File: src/rtl/scene_row_prefetch.sv
// Prefetches one scene row from the game core into a double-buffered row store.
// The renderer reads the front bank combinationally; fetches always fill the back bank.
//
// state | meaning
// IDLE  | waiting for a fetch request; swaps are serviced here
// FETCH | one core query per cycle, columns 0..W-1
// DRAIN | last column's data returns from the core and is written
// DONE  | back bank complete; done pulse, ready set at end of cycle
module scene_row_prefetch #(
  parameter int scene_width_p  = 10,
  parameter int scene_height_p = 20,
  localparam int x_w   = $clog2(scene_width_p),
  localparam int y_w   = $clog2(scene_height_p),
  localparam int row_w = y_w + 1
) (
  input  logic             clk_i,
  input  logic             reset_i,
  input  logic             fetch_start_i,
  input  logic [row_w-1:0] fetch_row_i,
  input  logic             swap_i,
  output logic [x_w-1:0]   scene_x_o,
  output logic [y_w-1:0]   scene_y_o,
  output logic             scene_v_o,
  input  logic             cm_i,
  input  logic             mm_i,
  input  logic [x_w-1:0]   rd_x_i,
  output logic             rd_cm_o,
  output logic             rd_mm_o,
  output logic             busy_o,
  output logic             done_o,
  output logic             ready_o,
  output logic             overrun_o,
  output logic             underrun_o
);

  typedef enum logic [1:0] {IDLE, FETCH, DRAIN, DONE} state_t;

  state_t               state_q, state_d;
  logic [x_w-1:0]       cnt_q;
  logic [y_w-1:0]       row_q;
  logic                 in_range_q;
  logic                 wr_en_q;
  logic                 wr_v_q;
  logic [x_w-1:0]       wr_addr_q;
  logic                 front_q;
  logic                 ready_q;
  logic                 overrun_q;
  logic                 underrun_q;
  logic [scene_width_p-1:0] cm_bank [2];
  logic [scene_width_p-1:0] mm_bank [2];

  logic accept;
  logic swap_ok;
  logic back;
  logic rd_in_range;

  assign accept      = (state_q == IDLE) && fetch_start_i;
  assign swap_ok     = swap_i && ready_q;
  assign back        = ~front_q;
  assign rd_in_range = ({1'b0, rd_x_i} < (x_w+1)'(scene_width_p));

  // State register.
  always_ff @(posedge clk_i or posedge reset_i) begin
    if (reset_i) state_q <= IDLE;
    else         state_q <= state_d;
  end

  // Next-state logic; the last column query moves us into DRAIN.
  always_comb begin
    state_d = state_q;
    case (state_q)
      IDLE:    if (fetch_start_i) state_d = FETCH;
      FETCH:   if (cnt_q == x_w'(scene_width_p - 1)) state_d = DRAIN;
      DRAIN:   state_d = DONE;
      DONE:    state_d = IDLE;
      default: state_d = IDLE;
    endcase
  end

  // Column counter, latched row, and the one-cycle-delayed write address.
  always_ff @(posedge clk_i or posedge reset_i) begin
    if (reset_i) begin
      cnt_q      <= '0;
      row_q      <= '0;
      in_range_q <= 1'b0;
      wr_en_q    <= 1'b0;
      wr_v_q     <= 1'b0;
      wr_addr_q  <= '0;
    end else begin
      wr_en_q   <= (state_q == FETCH);
      wr_v_q    <= scene_v_o;
      wr_addr_q <= cnt_q;
      if (accept) begin
        cnt_q      <= '0;
        row_q      <= fetch_row_i[y_w-1:0];
        in_range_q <= (fetch_row_i < row_w'(scene_height_p));
      end else if (state_q == FETCH) begin
        cnt_q <= cnt_q + x_w'(1);
      end
    end
  end

  // Back-bank writes; an out-of-range row writes zeros since no query was valid.
  always_ff @(posedge clk_i or posedge reset_i) begin
    if (reset_i) begin
      cm_bank[0] <= '0;
      cm_bank[1] <= '0;
      mm_bank[0] <= '0;
      mm_bank[1] <= '0;
    end else if (wr_en_q) begin
      cm_bank[back][wr_addr_q] <= wr_v_q & cm_i;
      mm_bank[back][wr_addr_q] <= wr_v_q & mm_i;
    end
  end

  // Bank selection, ready handshake and sticky error flags.
  always_ff @(posedge clk_i or posedge reset_i) begin
    if (reset_i) begin
      front_q    <= 1'b0;
      ready_q    <= 1'b0;
      overrun_q  <= 1'b0;
      underrun_q <= 1'b0;
    end else begin
      if (swap_ok) front_q <= ~front_q;
      if (state_q == DONE)         ready_q <= 1'b1;
      else if (accept || swap_ok)  ready_q <= 1'b0;
      if (fetch_start_i && (state_q != IDLE)) overrun_q  <= 1'b1;
      if (swap_i && !ready_q)                 underrun_q <= 1'b1;
    end
  end

  assign scene_v_o  = (state_q == FETCH) && in_range_q;
  assign scene_x_o  = (state_q == FETCH) ? cnt_q : '0;
  assign scene_y_o  = (state_q == FETCH) ? row_q : '0;
  assign busy_o     = (state_q != IDLE);
  assign done_o     = (state_q == DONE);
  assign ready_o    = ready_q;
  assign overrun_o  = overrun_q;
  assign underrun_o = underrun_q;
  assign rd_cm_o    = rd_in_range & cm_bank[front_q][rd_x_i];
  assign rd_mm_o    = rd_in_range & mm_bank[front_q][rd_x_i];

endmodule

File: config.mk
export PLATFORM = sky130hd
export DESIGN_NAME = scene_row_prefetch
export DESIGN_NICKNAME = d
export VERILOG_FILES = /design/src/rtl/scene_row_prefetch.sv
export SDC_FILE = /design/constraint.sdc
export NUM_CORES = 1
export LEC_CHECK = 0
export BUFFER_PORTS_ARGS = -buffer_cell sky130_fd_sc_hd__buf_2
export CAP_MARGIN = 20
export CORE_AREA = 4 4 109 90
export DETAILED_ROUTE_END_ITERATION = 6
export DIE_AREA = 0 0 113 94
export RECOVER_POWER = 100
export SKIP_CTS_REPAIR_TIMING = 1
export SYNTH_ARGS = -nofsm -noshare
export SYNTH_HDL_FRONTEND = slang
export SYNTH_SLANG_ARGS = --single-unit
File: constraint.sdc
create_clock -name clk_i -period 1.7 [get_ports clk_i]
set_clock_uncertainty 0.1 [all_clocks]
set_input_delay 0.085 -clock clk_i [delete_from_list [all_inputs] [get_ports clk_i]]
set_output_delay 0.085 -clock clk_i [all_outputs]
set_load 0.01 [all_outputs]
==> summary.md <==
| Metric | Value |
|---|---|
| Status | finished with violations |
| Failing checks | negative setup slack |
| Cell taking the most area after synthesis | dfrtp_1 |
| DRT iter0 DRCs | between 100 and 150 |
| Clock-pin slew on the worst setup and hold paths | approximately 70 ps |
| Async set or reset register ratio after synthesis | 100% |
| Post-synth EDFFs | 0 |
| Gate Count Post-Synth | between 200 and 250 |
| Pwr dens | around 1300 nW/um2 |
| Placed Cells | 382 |
| Ys flop type | dfrtp_1 |
| Final Hold Fails | 0 |
| Initial Util | 34.0% |
| Share of the synthesized area in the top cell type | approximately half |
| First-pass GRT wire length | 10.3 mm |
| Hold depth | 4 |
| Routability congestion estimate | just under 0.8 |
| Part of the cycle the worst path needs | 108% |
| Die extent in x | between 100 and 150 um |
| Total wire length | between 6 and 7 mm |
| Reg2reg setup slack | roughly 20 ps |
| Pre-CTS setup slack | between 8 and 9 ps |
| Clk buf depth | 2 |
| Final setup violating endpoints | 2 |
| Root Driver | clkbuf_8 |
| CP max FO | 2 |
| CP endpoint kind | output pin |
| Synth top area cells | dfrtp_1, mux2_2, mux4_2, mux2i_1, ha_1 |
| Measured slew at the worst slew-check pin | around 1000 ps |
| Final core utilization | between 40% and 50% |
| Post-DP HPWL | between 4 and 5 mm |
| Tmin final | ~1800 ps |
| Gr usage total | between 10% and 20% |
| Syn nets | ~260 |
| Area of the mapped netlist | around 3000 um2 |
| Nets | between 300 and 400 |
| Worst reg2reg path endpoint | cm_bank[3] |
| Slew Limit Fails | 0 |
| CTS buffer count | 9 |
| Arrival @ worst endpoint | about 1700 ps |
| Area growth from synthesis to layout | 25.1% |
| Synth cell types | 39 |
| I/O pins | 33 |
| Initial antenna violation count | 0 |
| Port buffer count | 32 |
| Worst Path Required | between 1500 and 2000 ps |
| P_leak | between 1.5 and 2 nW |
| N_diodes | 0 |
| Share of cells above drive strength 1 | 45.6% |
| Via density | a little under 5 |
| FP Rows | 31 |
| Max rail drop VDD | 0.744 mV |
| Hold endpoint | mm_bank[0] |
| Ys Warns | 0 |
| WHS | 271 ps |
| DIE AREA | 10600 um2 |
| RR Startpoint | front_q |
| Fmax | roughly 540 MHz |
| Clock Sinks | a little over 60 |
| Register area share after synthesis | between 50% and 60% |
| RSZ-0062 raised after global routing | true |
| Startpoint of the worst hold path | mm_i |
| Vias in the first global route | 2000 |
| H-tree levels | 3 |
| R2R cell count | 4 |
| Yosys reg bits | 62 |
| CTS tree | done |
| Avg Cell Area, Syn | about 13 um2 |
| Most common cell after layout, fill and taps aside | dfrtp_1 |
| Antenna-violating nets left | 0 |
| Slew headroom | a little under a third |
| Post-route setup TNS | -274 ps |
| Fin cells | approximately 410 |
| CP startpoint kind | register |
| Worst-Skew Late Latency | 340 ps |
| Final worst setup slack | -142 ps |
| Largest net degree at the start of global routing | 25 |
| Core ar. | ~9000 um2 |
| Vias after detailed routing | 1988 |
| Wire per inst | about 15 um |
| Hold Path Class | in2reg |
| Max Cap Violations | 0 |
| First-pass iteration count of the detailed router | 4 |
| Remaining DRCs | 0 |
| Grt total ovfl | 0 |
| Most frequent cells in the layout | dfrtp_1, mux2_2, buf_2 |
| Crit path kind | reg2out |
| Die Span Y | roughly 94 um |
==> final cells by class <==
type	count	area, um2
clock buffers	14	163
clock inverters	1	5.00
fillers	820	5060
inverters	7	27.5
multi-input cells	154	1430
flip-flops and latches	62	1550
well taps	115	144
repair buffers	60	417
==> registers in the layout, summed over array words and instances, names as in the netlist, 2 cells and up <==
register,cells
cm_bank,20
cnt_q,4
mm_bank,20
row_q,5
state_q,2
wr_addr_q,4
==> routing by layer <==
layer,GRT usage [%],part of all wire (%),routed length (um),vias to the layer above
met1,17.6,50,3130,990
met2,17.7,43,2720,41
met5,0,0,0,-
li1,-,-,-,947
met4,4.30,1.2,76,0
met3,5.09,5.5,342,10
==> where the power goes <==
part	switching, mW	internal (mW)	total, mW
Sequential	0.289	1.79	2.08
Combinational	0.763	0.859	1.62
Clock	0.533	0.600	1.13
Total	1.58	3.25	4.83
==> per-stage QoR <==
stage	total power, mW	cell area [um2]
floorplan	2.98	2990
global placement	3.43	3350
detailed placement	3.46	3350
CTS	4.62	3520
global route	5.18	3740
finish	4.83	3740
==> cell families (layout without fill, tap and decap cells) <==
group                    count (synthesis)  after routing  synth area share, %
AND/OR/NAND/NOR                         64             64                 12.6
XOR/XNOR                                 4              4                 1.17
buffers and inverters                   17             82                 2.55
AO/OA/AOI/OAI                           17             17                 3.64
adder cells (fa/ha/maj)                  7              7                 2.93
multiplexers                            62             62                 25.2
flip-flops                              62             62                 51.9
==> how the worst max path moves through the flow <==
stage / startpoint / to
floorplan: front_q / cm_bank[3]
global placement: front_q / cm_bank[3]
detailed placement: front_q / cm_bank[16]
CTS: cm_bank[13] / rd_cm_o
global route: mm_bank[3] / rd_mm_o
finish: mm_bank[3] / rd_mm_o
==> worst max-delay path, stage by stage, from the launching register on <==
cell	delay (ps)
dfrtp_1	380
mux4_2	500
mux2i_2	200
o311ai_1	100
buf_2	150
==> cell usage after synthesis (2+ instances only) <==
library cell and n:
dfrtp_1 62, mux2_2 46, nand2_1 18, and2_1 12
mux2i_1 10, clkbuf_1 7, ha_1 7, a21oi_1 6
inv_1 6, mux4_2 6, nor2b_1 6, nand3b_1 5
nor2_1 5, o21ai_0 4, nand3_1 3, nand2b_1 2
nand4_1 2, o311ai_0 2, or3_1 2, xnor2_1 2
xor2_1 2
(Power assumes the default switching activity.)
